--- config.mk ---
export PLATFORM = sky130hd
export DESIGN_NAME = fetch_pc_redirect
export DESIGN_NICKNAME = d
export VERILOG_FILES = /design/src/rtl/fetch_pc_redirect_pkg.sv /design/src/rtl/redirect_shadow_ctr.sv /design/src/rtl/fetch_pc_redirect.sv
export SDC_FILE = /design/constraint.sdc
export NUM_CORES = 1
export LEC_CHECK = 0
export CORE_ASPECT_RATIO = 0.9
export CORE_MARGIN = 8
export CORE_UTILIZATION = 47
export CTS_CLUSTER_DIAMETER = 200
export DETAILED_ROUTE_END_ITERATION = 10
export PLACE_DENSITY = 0.92
export SLEW_MARGIN = 20
export SYNTH_ARGS = -nofsm -noshare
export SYNTH_HDL_FRONTEND = slang
export SYNTH_SLANG_ARGS = --single-unit
export TNS_END_PERCENT = 100
--- constraint.sdc ---
create_clock -name clk -period 2.1 [get_ports clk]
set_clock_uncertainty 0.1 [all_clocks]
set_input_delay 0.63 -clock clk [delete_from_list [all_inputs] [get_ports clk]]
set_output_delay 0.63 -clock clk [all_outputs]
set_load 0.05 [all_outputs]
--- src/rtl/fetch_pc_redirect_pkg.sv ---
// Shared definitions for the fetch PC generator and the branch unit's PC delay line.
//   STATE_RUN / STATE_SHADOW : redirect-shadow state encodings
//   PC_WIDTH, RESET_PC, PC_STEP, FLUSH_DEPTH : default front-end geometry
package fetch_pc_redirect_pkg;

  localparam int unsigned PC_WIDTH    = 32;
  localparam int unsigned RESET_PC    = 0;
  localparam int unsigned PC_STEP     = 1;
  localparam int unsigned FLUSH_DEPTH = 3;

  typedef enum logic [0:0] {
    STATE_RUN    = 1'b0,
    STATE_SHADOW = 1'b1
  } state_e;

endpackage

--- src/rtl/redirect_shadow_ctr.sv ---
// Redirect-shadow state machine: accepts a taken branch while in RUN and then
// ignores further requests for FLUSH_DEPTH non-stalled cycles.
//   clk, reset_n   : clock, async active-low reset
//   stall          : back-end hold, freezes the shadow counter
//   jb_enable      : taken-branch request
//   accept_c       : combinational, redirect accepted at this edge
//   in_shadow      : registered, shadow state active
//   flush_pulse    : registered, high for the one cycle after an accept
module redirect_shadow_ctr #(
  parameter int unsigned FLUSH_DEPTH = fetch_pc_redirect_pkg::FLUSH_DEPTH
) (
  input  logic clk,
  input  logic reset_n,
  input  logic stall,
  input  logic jb_enable,
  output logic accept_c,
  output logic in_shadow,
  output logic flush_pulse
);
  import fetch_pc_redirect_pkg::*;

  localparam int unsigned CNT_W = (FLUSH_DEPTH > 1) ? $clog2(FLUSH_DEPTH) : 1;
  localparam logic [CNT_W-1:0] CNT_LOAD = CNT_W'(FLUSH_DEPTH - 1);

  state_e           state_q, state_d;
  logic [CNT_W-1:0] cnt_q, cnt_d;
  logic             in_shadow_q;
  logic             flush_pulse_q;

  // State, counter and registered outputs
  always_ff @(posedge clk or negedge reset_n) begin
    if (!reset_n) begin
      state_q       <= STATE_RUN;
      cnt_q         <= '0;
      in_shadow_q   <= 1'b0;
      flush_pulse_q <= 1'b0;
    end else begin
      state_q       <= state_d;
      cnt_q         <= cnt_d;
      in_shadow_q   <= (state_d == STATE_SHADOW);
      flush_pulse_q <= accept_c;
    end
  end

  // Next state; requests seen in SHADOW come from squashed younger branches
  always_comb begin
    state_d  = state_q;
    cnt_d    = cnt_q;
    accept_c = 1'b0;
    case (state_q)
      STATE_RUN: begin
        if (jb_enable) begin
          accept_c = 1'b1;
          state_d  = STATE_SHADOW;
          cnt_d    = CNT_LOAD;
        end
      end
      STATE_SHADOW: begin
        if (!stall) begin
          if (cnt_q == '0) begin
            state_d = STATE_RUN;
          end else begin
            cnt_d = cnt_q - CNT_W'(1);
          end
        end
      end
      default: state_d = STATE_RUN;
    endcase
  end

  assign in_shadow   = in_shadow_q;
  assign flush_pulse = flush_pulse_q;

endmodule

--- src/rtl/fetch_pc_redirect.sv ---
// Front-end PC generator: issues sequential word-addressed fetch PCs, loads the
// branch unit's target on a taken redirect and kills the wrong-path stages.
//   clk, reset_n   : clock, async active-low reset
//   stall          : back-end hold, PC does not advance
//   jb_enable      : taken-branch request
//   jb_target_pc   : redirect target, used unmodified
//   imem_addr      : address fetched this cycle
//   fetch_valid    : imem_addr carries a correct-path fetch
//   flush          : per-stage kill, one cycle after an accepted redirect
//   in_shadow      : redirect-shadow state active
//   redirect_cnt   : accepted redirects, wrapping
module fetch_pc_redirect #(
  parameter int unsigned           PC_WIDTH    = fetch_pc_redirect_pkg::PC_WIDTH,
  parameter logic [PC_WIDTH-1:0]   RESET_PC    = PC_WIDTH'(fetch_pc_redirect_pkg::RESET_PC),
  parameter int unsigned           PC_STEP     = fetch_pc_redirect_pkg::PC_STEP,
  parameter int unsigned           FLUSH_DEPTH = fetch_pc_redirect_pkg::FLUSH_DEPTH
) (
  input  logic                   clk,
  input  logic                   reset_n,
  input  logic                   stall,
  input  logic                   jb_enable,
  input  logic [PC_WIDTH-1:0]    jb_target_pc,
  output logic [PC_WIDTH-1:0]    imem_addr,
  output logic                   fetch_valid,
  output logic [FLUSH_DEPTH-1:0] flush,
  output logic                   in_shadow,
  output logic [15:0]            redirect_cnt
);

  localparam logic [PC_WIDTH-1:0] STEP = PC_WIDTH'(PC_STEP);

  logic                accept_c;
  logic                flush_pulse;
  logic [PC_WIDTH-1:0] pc_q, pc_d;
  logic                fetch_valid_q;
  logic [15:0]         redirect_cnt_q;

  redirect_shadow_ctr #(
    .FLUSH_DEPTH (FLUSH_DEPTH)
  ) u_shadow (
    .clk         (clk),
    .reset_n     (reset_n),
    .stall       (stall),
    .jb_enable   (jb_enable),
    .accept_c    (accept_c),
    .in_shadow   (in_shadow),
    .flush_pulse (flush_pulse)
  );

  // PC next-state: redirect beats stall beats sequential advance
  always_comb begin
    pc_d = pc_q;
    if (accept_c) begin
      pc_d = jb_target_pc;
    end else if (!stall) begin
      pc_d = pc_q + STEP;
    end
  end

  always_ff @(posedge clk or negedge reset_n) begin
    if (!reset_n) begin
      pc_q           <= RESET_PC;
      fetch_valid_q  <= 1'b0;
      redirect_cnt_q <= '0;
    end else begin
      pc_q          <= pc_d;
      fetch_valid_q <= 1'b1;
      if (accept_c) begin
        redirect_cnt_q <= redirect_cnt_q + 16'd1;
      end
    end
  end

  assign imem_addr    = pc_q;
  assign fetch_valid  = fetch_valid_q;
  assign flush        = {FLUSH_DEPTH{flush_pulse}};
  assign redirect_cnt = redirect_cnt_q;

endmodule

======== After elaboration in Yosys (flattened, before gate mapping) ========
Cells that the tools add are included.
storage, ports and cells
  register bits ........................... 53
  input port bits ......................... 36
  output and inout bits ................... 53
  word-level logic and storage cells ...... 27
operators by class
  $add $sub $neg .......................... 3
  equal/unequal tests ..................... 4
  multiplexer cells ....................... 11
  bitwise gates (word level) .............. 1
  reductions and logical operators ........ 2
operator list
  cell                     count
  $mux W32                 2
  $add A32 B1 Y32 const B  1
  $add A16 B1 Y16 const B  1
  $mux W2                  3
  $ne A2 B2 Y1 const B     3
  $mux W1                  4
  $pmux W2 S2              1
  $reduce_and A3 Y1        1
  $logic_not A2 Y1         1
  $ne A2 B1 Y1 const B     1
  $pmux W1 S2              1
  $sub A2 B1 Y2 const B    1
  $not A1 Y1               1

======== Longest topological paths before layout ========
Gate-level depths: netlist (run 1).
  word-level depth ........................ 4
  gate-level depth with buffers ........... 7

======== Cells and area by module ========
A second synthesis (run 1) with hierarchy kept.
second synthesis, totals
  cells, all modules ...................... 297
  area total of the unflattened synthesis .. 2777.7 sq um
modules (own cells, without submodules)
  module               instances  cells each  area each (sq um)  sequential area each (sq um)
  fetch_pc_redirect    1          279         2597.5             1226.2
  redirect_shadow_ctr  1          18          180.2              100.1

======== Worst setup path before layout (run 1) ========
OpenSTA, ideal clock, no wires.
  path type ............................... register to register
  start point ............................. register pc_q[5] (netlist: imem_addr[5])
  end point ............................... register pc_q[31] (netlist: imem_addr[31])
  data arrival time ....................... 2.041 ns
  path slack .............................. -0.164 ns
  cell stages (with the launch flop) ...... 7
  buffers on the path ..................... 1
  period minus slack after synthesis ...... 2.264 ns
  cells stage by stage .................... dfrtp_1 -> nand3_1 -> or4_1 -> buf_6 -> nor4b_4 -> xnor2_1 -> o21ai_1
on the way
  longest elaborated chain between the ends .. 3
ends and longest elaborated chain
  item                    RTL line                 RTL
  start, declared         fetch_pc_redirect.sv:34  logic [PC_WIDTH-1:0] pc_q, pc_d;
  start signal, assigned  fetch_pc_redirect.sv:66  pc_q <= pc_d;
  $add A32 B1 Y32         fetch_pc_redirect.sv:56  pc_d = pc_q + STEP;
  $mux W32                fetch_pc_redirect.sv:55  end else if (!stall) begin
  $mux W32                fetch_pc_redirect.sv:53  if (accept_c) begin
Every way passes these cells. The select of a mux whose other input is x is not followed.
A chain may end at the register's enable or synchronous reset.

======== Worst setup path in the final report (run 1) ========
  start point ............................. input stall
  end point ............................... register pc_q[27] (netlist: imem_addr[27])
on the way
  longest elaborated chain between the ends .. 1
ends and longest elaborated chain
  item                    RTL line                 RTL
  start, declared         fetch_pc_redirect.sv:20  input logic stall,
  $ne A2 B1 Y1 (no line)  -
Every way passes these cells.

==> results_dict.tcl, run 1 <==
set metrics [dict create \
    status "finished, final reports clean" \
    fill_cells 429 \
    antenna_cells 0 \
    yosys.area_share.xor_xnor_pct 14.26 \
    track_usage_pct 18.63 \
    worstSetupStartpoint "stall" \
    routed_wirelength_um 7981 \
    clk_latency_ns 0.31 \
    synth_compound_area_share_pct 6.732 \
    core-area_um2 5758 \
    die_y_um 89.56 \
    switching_share_pct 49.91 \
    die_x_um 97.73 \
    critPathLaunchType "input pin" \
    syn_avg_cell_area_um2 9.481 \
    drv_slew 0 \
    ys_types 38 \
    fin_crit_sh_pct 97.36 \
    synth_seq_cells 53 \
    internal_power_uw 2953 \
    area_delta_synth_final_pct 43.49 \
    cts-htree-levels 2 \
    ctsHoldBuffers 0 \
    cp_max_fo 5 \
    worstSetupEndpointType "flip-flop" \
    crit_type "in2reg" \
    netSwitchingPower_uw 2943 \
    yosys_warnings 0 \
    grt_setup_unrepaired "no" \
    remaining_drc_errors 0 \
    r2r_start "imem_addr[9]" \
    hpwl_um 5978 \
    path_clk_slew_ns 0.10 \
    path_cells "dlygate4sd2_1 > nand2b_1 > or4_4 > buf_6 > nor4_4 > xnor2_1 > o21ai_1" \
    ys_seq_area_share_pct 46.94 \
    r2r_slack_ns 0.07 \
    yosys.area_share.simple_pct 26.35 \
    finalSetupViolations 0 \
    root_buffer "clkbuf_8" \
    wl_per_cell_um 16.87 \
    synth_top_family_by_area "simple AND/OR/NAND/NOR gates" \
    cts.path.max_buffers 2 \
    synth.area.top_cells "dfrtp_1 47%, xnor2_1 9.3%, nand2_1 6.4%" \
    crit_arrival_ns 2.14 \
    viasPerCell 5.404 \
    first_pass_iters 4 \
    total_leakage_power_uw 0.001734 \
    combPwrFrac_pct 54.6 \
    slowest_delay_ns 0.44 \
    maxCapViolCount 0 \
    cts_tree "built" \
    io_buffers 88 \
    power_density_nw_per_um2 1455 \
    report.final.hold_viol_count 0 \
    muxShareOfSynthArea_pct 0.3543 \
    path_delay_family "simple AND/OR/NAND/NOR gates" \
    syn_nets 337 \
    die_area_um2 8752 \
    synthAdderAreaFrac_pct 1.329 \
    path_buf_inv 2 \
    grt_antenna_before_repair 0 \
    setup_ws_ns 0.05550 \
    grt_max_degree 54 \
    whs_ns 0.1952 \
    drive_above_1_share_pct 28.78 \
    fp-row-count 26 \
    drt_iter0_drc 167 \
    slowest_stage "or4_4" \
    synth_top_area_share_pct 46.94 \
    gp_congestion 0.8503 \
    vias 2556 \
    numCtsBuffers 5 \
    clockPowerShare_pct 12.3 \
    syn_area_um2 2825 \
    grt_pass1_vias 2609 \
    grt_pass1_wl_um 13100 \
    place_ws_ns -0.4600 \
    yosys.area.top_type "dfrtp_1" \
    start_util_pct 49.07 \
    nets 441 \
    io_pins 89 \
    antenna_left 0 \
    grt-ovfl-total 0 \
    peakVddDrop_uv 985.2 \
    netlist_instances 298 \
    fmax_mhz 489.1 \
    p_seq_share_pct 33.1 \
    layout_min_cycle_time_ns 2.045 \
    cp.required_ns 2.20 \
    clock_sinks 53 \
    hp-class "in2async" \
]
-- cell usage in the layout (no fill, tap or decap), types with 2 or more instances in the layout --
cell type,instances
nor4b_4,2
dfrtp_1,38
and3_1,3
ha_1,3
nand2b_1,2
xnor2_1,30
clkdlybuf4s50_1,33
a31oi_1,2
buf_4,66
nand4_1,17
nand3_1,15
nand2_1,48
nor4_4,3
nor3_1,7
xor2_1,16
nor4_2,3
inv_1,9
clkbuf_8,6
nor2_1,14
or2_2,2
buf_12,9
dfrtp_2,15
or3_1,2
and4_1,4
a21oi_1,3
o21ai_1,10
o21ai_0,21
nor3_2,3
nand3_2,2
-- registers in the layout, summed over array words and instances, names as in the netlist --
register	count
fetch_valid	1
imem_addr	32
redirect_cnt	16
u_shadow.cnt_q	2
u_shadow.flush_pulse	1
u_shadow.state_q	1
-- layer usage --
metal | wire length (um) | GRT usage (%) | up-vias
met1 | 3391 | 22.59 | 1221
met4 | 184 | 7.768 | 0
met3 | 378 | 4.047 | 18
li1 | - | - | 1232
met2 | 4027 | 31.76 | 85
met5 | 0 | 0 | -
-- kinds of logic after synthesis --
kind of cell	count (synthesis)
adder cells (fa/ha/maj)	3
AND/OR/NAND/NOR	133
other	1
flip-flops	53
multiplexers	1
AO/OA/AOI/OAI	37
buffers and inverters	24
XOR/XNOR	46
-- synth_stat cells --
| cell | number |
|---|---|
| dfrtp_1 | 53 |
| nand2_1 | 48 |
| xnor2_1 | 30 |
| o21ai_0 | 21 |
| nand4_1 | 17 |
| nand3_1 | 16 |
| xor2_1 | 16 |
| nor2_1 | 14 |
| inv_1 | 10 |
| o21ai_1 | 10 |
| nor3_1 | 7 |
| nor4_2 | 6 |
| clkbuf_1 | 5 |
| and4_1 | 4 |
| buf_1 | 4 |
| a21oi_1 | 3 |
| and3_1 | 3 |
| buf_4 | 3 |
| ha_1 | 3 |
| nor3_2 | 3 |
| a31oi_1 | 2 |
| nand2b_1 | 2 |
| or2_2 | 2 |
| or3_1 | 2 |
| and2_1 | 1 |
| and4b_1 | 1 |
| buf_2 | 1 |
| buf_6 | 1 |
| conb_1 | 1 |
| mux2i_1 | 1 |
| nand3_2 | 1 |
| nand4b_1 | 1 |
| nor2b_1 | 1 |
| nor4_1 | 1 |
| nor4b_2 | 1 |
| nor4b_4 | 1 |
| o31ai_1 | 1 |
| or4_1 | 1 |
-- worst register-to-register path, delay by kind of cell, from the launching register on --
kind            cells  cell delay (ns)
compound gates      1             0.08
flops               1             0.41
simple gates        3             0.99
xor+xnor            1             0.18
buf+inv             1             0.17
-- final cells by class --
| cell class | instances | area [um2] | share of cell area (%) |
|---|---|---|---|
| multi-input combinational | 221 | 1433 | 35.34 |
| sequential | 53 | 1345 | 33.18 |
| timing repair buffer | 111 | 1031 | 25.43 |
| tap | 70 | 87.58 | 2.160 |
| clock buffer | 6 | 82.58 | 2.037 |
| clock inverter | 2 | 37.54 | 0.9259 |
| inverter | 10 | 37.54 | 0.9259 |
-- timing repair --
action | in CTS | in global routing
buffers inserted | 0 | 1
pin swaps | 1 | 0
gates cloned | 1 | 0
setup endpoints to repair | 12 | 3
resized for setup | 7 | 2
-- stage by stage --
stage | total power, uW | instance area [um2] | TNS, ns | utilization [%] | instances
2_1_floorplan | 3906 | 2844 | 0 | - | 298
3_3_place_gp | 5044 | 3872 | -5.705 | 67.25 | 463
3_5_place_dp | 5153 | 3872 | -7.449 | 67.25 | 463
4_1_cts | 5902 | 4033 | 0 | 70.03 | 472
5_1_grt | 6211 | 4054 | 0 | 70.40 | 473
6_report | 5897 | 4054 | 0 | 70.40 | 473
-- worst paths after layout --
kind | to | cells past startpoint
worst max register to register | imem_addr[27] | 6
max in group asynchronous | imem_addr[4] | 2
min in group clk | redirect_cnt[15] | 1
worst max-delay path | imem_addr[27] | 7
worst min-delay path | imem_addr[7] | 2
worst min register to register | redirect_cnt[15] | 1
-- power by group through the flow --
stage               Clock (uW)  Sequential [uW]  Combinational [uW]
CTS                        741             1930                3230
finish                     726             1950                3220
global route               786             2010                3420
global placement             0             1920                3120
floorplan                    0             3060                 845
detailed placement           0             1950                3210
Note: power is estimated with default switching activity, not from simulation.
==> run 2, diff against run 1 <==
--- a/config.mk
+++ b/config.mk
@@ -10,6 +10,7 @@
 export CORE_UTILIZATION = 47
 export CTS_CLUSTER_DIAMETER = 200
 export DETAILED_ROUTE_END_ITERATION = 10
+export GPL_TIMING_DRIVEN = 1
 export PLACE_DENSITY = 0.92
 export SLEW_MARGIN = 20
 export SYNTH_ARGS = -nofsm -noshare
==> results of run 2 <==
No change in the layout: final DEF, timing and power equal those of run 1.
==> run 3, diff against run 2 <==
--- a/config.mk
+++ b/config.mk
@@ -5,7 +5,7 @@
 export SDC_FILE = /design/constraint.sdc
 export NUM_CORES = 1
 export LEC_CHECK = 0
-export CORE_ASPECT_RATIO = 0.9
+export ABC_CLOCK_PERIOD_IN_PS = 2100
 export CORE_MARGIN = 8
 export CORE_UTILIZATION = 47
 export CTS_CLUSTER_DIAMETER = 200
==> results_dict.tcl, run 3 (same netlist as run 1, synthesis figures left out) <==
set metrics [dict create \
    final_cells 477 \
    clk_latency_ns 0.30 \
    report.final.hold_viol_count 0 \
    antenna_cells 0 \
    fmax_mhz 479.7 \
    peakVddDrop_uv 888.0 \
    status "finished, final reports clean" \
    grt_setup_unrepaired "yes" \
    fill_cells 426 \
    placed_cells 468 \
    path_cells "dlygate4sd2_1 > nand2b_1 > or4_4 > buf_6 > nor4_4 > xnor2_1 > o21ai_1" \
    io_buffers 88 \
    antenna_left 0 \
    slowest_stage "or4_4" \
    start_util_pct 48.29 \
    grt_pass1_vias 2617 \
    drt_iter0_drc 133 \
    regArea_um2 1345 \
    whs_ns 0.2026 \
    critPathLaunchType "input pin" \
    routed_wirelength_um 7724 \
    gp_congestion 0.8361 \
    layout_min_cycle_time_ns 2.084 \
    rr_worst_depth 6 \
    wl_per_cell_um 16.19 \
    place_ws_ns -0.4943 \
    wl_met2_um 3969 \
    grt_pass1_wl_um 12930 \
    setup_ws_ns 0.01554 \
    final_util_pct 68.76 \
    vias 2538 \
    remaining_drc_errors 0 \
    highest_layer "met4" \
    grt_antenna_before_repair 0 \
    slew_headroom_pct 66.51 \
    routed-wl-met3_um 499 \
    fp-row-count 28 \
    total_power_uw 5816 \
    final_cell_mix "66 x buf_4, 48 x nand2_1, 38 x dfrtp_1" \
    power_density_nw_per_um2 1446 \
    worstSetupEndpointType "flip-flop" \
    io_pins 89 \
    viasPerCell 5.321 \
    die_area_um2 8748 \
    core-area_um2 5851 \
    maxCapViolCount 0 \
    finalSetupViolations 0 \
    multi_input_area_um2 1419 \
    final_common_cell "buf_4" \
    area_delta_synth_final_pct 42.38 \
    hpwl_um 5690 \
    die_x_um 93.53 \
    slowest_delay_ns 0.44 \
    track_usage_pct 18.17 \
    wl_met1_um 3189 \
    drv_slew 0 \
    total_leakage_power_uw 0.001710 \
    cts_tree "built" \
    fin_crit_sh_pct 99.26 \
    nets 440 \
    postCtsSetupBuffers 0 \
    hp-class "in2async" \
    cts.path.max_buffers 2 \
    grt_max_degree 54 \
    numCtsBuffers 5 \
    die_y_um 93.53 \
    largest_reg_flops 32 \
    grt-ovfl-total 0 \
    root_buffer "clkbuf_8" \
    crit_type "in2reg" \
    cp_max_fo 5 \
    crit_arrival_ns 2.18 \
    cts-htree-levels 2 \
    first_pass_iters 7 \
    r2r_slack_ns 0.08 \
    drive_above_1_share_pct 28.11 \
    tightest_slew_ns 0.5010 \
    path_clk_slew_ns 0.09 \
    cp.required_ns 2.19 \
    clock_sinks 53 \
]
## run 3: changes by cell type in the layout (fill, tap and decap cells not counted), sizes merged
cell | before | now
buf | 77 | 76
clkbuf | 6 | 7
clkinvlp | 1 | 0
## run 3: critical path: cells and delay by family
kind                      cells  cell delay (ns)
xor gates and xnor gates      1             0.18
AOI/OAI and AO/OA             1             0.08
buffers and inverters         2             0.44
and+or+nand+nor               3             0.85
## run 3: through the flow
stage	instance area [um2]	TNS, ns
final	4023	0
after global placement	3866	-5.891
after CTS	4014	0
after global routing	4023	-0.08865
after detailed placement	3866	-7.528
after floorplan	2844	0
## run 3: routing by layer
metal | vias to the layer above | track usage, %
li1 | 1229 | -
met1 | 1209 | 21.62
met2 | 93 | 31.67
met3 | 7 | 4.407
met4 | 0 | 5.284
met5 | - | 0
## run 3: power by group
group / switching (uW) / internal (uW)
clock network: 321 / 389
registers: 529 / 1420
logic: 2040 / 1110
total: 2890 / 2920
## run 3: layout make-up
cell class | count | area share [%]
clock buffer | 7 | 2.146
clock inverter | 1 | 0.7465
inverter | 10 | 0.9331
multi-input combinational | 221 | 35.27
sequential | 53 | 33.44
tap | 75 | 2.333
timing repair buffer | 110 | 25.13
## run 3: timing repair
item,CTS,global route
gates cloned,1,0
resized for setup,6,1
endpoints found under the setup margin,11,3
hold buffers,0,0
pin swaps,0,2
## run 3: path summary, 6_finish.rpt
kind	from	to
setup / recovery	stall	imem_addr[22]
hold / removal	reset_n	imem_addr[4]
setup reg to reg	imem_addr[9]	imem_addr[22]
hold reg to reg	redirect_cnt[15]	redirect_cnt[15]
max in group asynchronous	reset_n	imem_addr[2]
min in group clk	redirect_cnt[15]	redirect_cnt[15]
==> RTL change: new RTL, flow settings as in run 3 <==
Set the package constant `FLUSH_DEPTH` to 5 (it was 3).
--- a/src/rtl/fetch_pc_redirect_pkg.sv
+++ b/src/rtl/fetch_pc_redirect_pkg.sv
@@ -6,7 +6,7 @@
   localparam int unsigned PC_WIDTH    = 32;
   localparam int unsigned RESET_PC    = 0;
   localparam int unsigned PC_STEP     = 1;
-  localparam int unsigned FLUSH_DEPTH = 3;
+  localparam int unsigned FLUSH_DEPTH = 5;
 
   typedef enum logic [0:0] {
     STATE_RUN    = 1'b0,
Interface: changed (resized flush); port bits go from 89 to 91. No check against the original RTL was run, so the function may have changed too.
==> RTL change against run 3 <==
  * Clock power down 1%
  * Area after synthesis down 0.62%
  * Global-route usage down 0.16 points
  * Utilization down 0.38 points
  * Worst hold slack worse by 19 ps
  * Setup slack better by 150 ps
  * Sequential power down 2%
  * Non-clock buffer count up 2
  * Wire length down 0.66%
  * Design area down 0.56%
  * Total power down 2.5%
  * Sequential cell count up 1
  * Largest power group unchanged
  * Highest routed layer unchanged
==> RTL change: results (changes against run 3) <==
[status]
status = complete, no violations

[global_routing]
grt_pass1_vias = 2606  ; -0.42%
grt_pass1_wl_mm = 12.8  ; -0.96%
grt.total_usage_pct = 18.0  ; -0.16 points
grt_max_degree = 35  ; -35%

[drt]
drt_pass1_iterations = 4  ; -3
first_iter_violations = 99  ; -26%
wl_mm = 7.67  ; -0.66%
routed_via_density = 5.24  ; -1.5%

[worst_setup_path]
cpPeakStageDelay_ps = 490  ; +50 ps
critPathArrivalTime_ps = 2070  ; -110 ps
critPathMaxFanout = 6  ; +1

[synth]
synth_commonest_cells = dfrtp_1 (54), nand2_1 (54), xor2_1 (24)
netlist_top_cells_area = dfrtp_1 (48%), xor2_1 (7.5%), nand2_1 (7.2%)
synth_area_mm2 = 0.00281  ; -0.62%
ys_seq_area_share_pct = 48.1  ; +1.2 points
avgSynthCellArea_um2 = 9.75  ; +2.8%

[placement]
gp_congestion = 0.795  ; -5.0%
dp_hpwl_mm = 5.91  ; +3.9%
portBuffers = 90  ; +2.3%
dpl.cell_count = 459  ; -1.9%

[layout]
drive_gt1_share_pct = 25.7  ; -2.4 points
nets = 432  ; -1.8%

[pwr]
leakage_nw = 1.78  ; +4.4%
ir_drop_mv = 0.801  ; -9.8%
internal-power_w = 0.00289  ; -1.1%

RTL change: cell types whose count changed after synthesis, moves of 5 or more:
cell	before	now
nand2_1	48	54
nor2_1	14	9
nor4_2	6	1
o21ai_1	10	19
o21ai_0	21	10
xor2_1	16	24
xnor2_1	30	20
and3_1	3	8
RTL change: timing repair:
item	4_1_cts	5_1_grt
setup endpoints to repair	0	13
gates resized for setup	0	4
setup buffers	0	1
RTL change: worst paths after layout:
check,slack (ps),to,depth (start not counted),startpoint
setup / recovery,160,redirect_cnt[7]$_DFFE_PN0P_,7,jb_enable
hold / removal,180,u_shadow.cnt_q[2]$_DFFE_PN0P_,1,reset_n
setup reg to reg,200,imem_addr[28]$_DFFE_PN0P_,7,imem_addr[2]$_DFFE_PN0P_
hold reg to reg,380,redirect_cnt[15]$_DFFE_PN0P_,1,redirect_cnt[15]$_DFFE_PN0P_
max in group asynchronous,1150,imem_addr[16]$_DFFE_PN0P_,2,reset_n
min in group clk,380,redirect_cnt[15]$_DFFE_PN0P_,1,redirect_cnt[15]$_DFFE_PN0P_
RTL change: final cells by class:
| cell class | count | area [um^2] |
|---|---|---|
| multi-input combinational | 212 | 1350 |
| clock inverter | 2 | 37.5 |
| tap | 75 | 93.8 |
| inverter | 7 | 26.3 |
| clock buffer | 6 | 72.6 |
| timing repair buffer | 112 | 1070 |
| sequential | 54 | 1360 |
| fill | 459 | 1850 |
RTL change: power by group through the flow:
stage               Sequential, W  Clock [W]  Combinational, W
floorplan                 0.00292          0          0.000815
global placement          0.00189          0           0.00299
detailed placement        0.00191          0           0.00306
CTS                       0.00190   0.000718           0.00308
global route              0.00197   0.000754           0.00322
finish                    0.00191   0.000702           0.00305
RTL change: critical path, delay by kind of cell:
family / cells / cell delay (ps)
buf+inv: 2 / 580
xor+xnor: 1 / 170
simple gates: 4 / 690
RTL change: logic make-up after synthesis:
logic type	Yosys count	synth area share (%)
simple gates	121	22.9
flops	54	48.1
xor+xnor	44	13.7
compound gates	39	7.93
buf+inv	22	4.32
fa+ha+maj	4	1.78
mux	3	1.11
other cells	1	0.134
RTL change: routing by layer:
layer / GRT usage [%] / part of all wire [%] / wire length, um
met3: 5.85 / 7.0 / 539
met1: 21.0 / 40 / 3070
met2: 30.8 / 51 / 3890
met4: 5.23 / 2.3 / 178
met5: 0 / 0 / 0
RTL change: metrics by stage:
stage / TNS, ps / worst slack [ps] / instance area [um^2]
6_report: 0 / 163 / 4000
2_1_floorplan: 0 / 11.2 / 2810
5_1_grt: 0 / 59.8 / 4000
3_3_place_gp: -4620 / -240 / 3860
3_5_place_dp: -5330 / -251 / 3860
4_1_cts: 0 / 57.7 / 3980
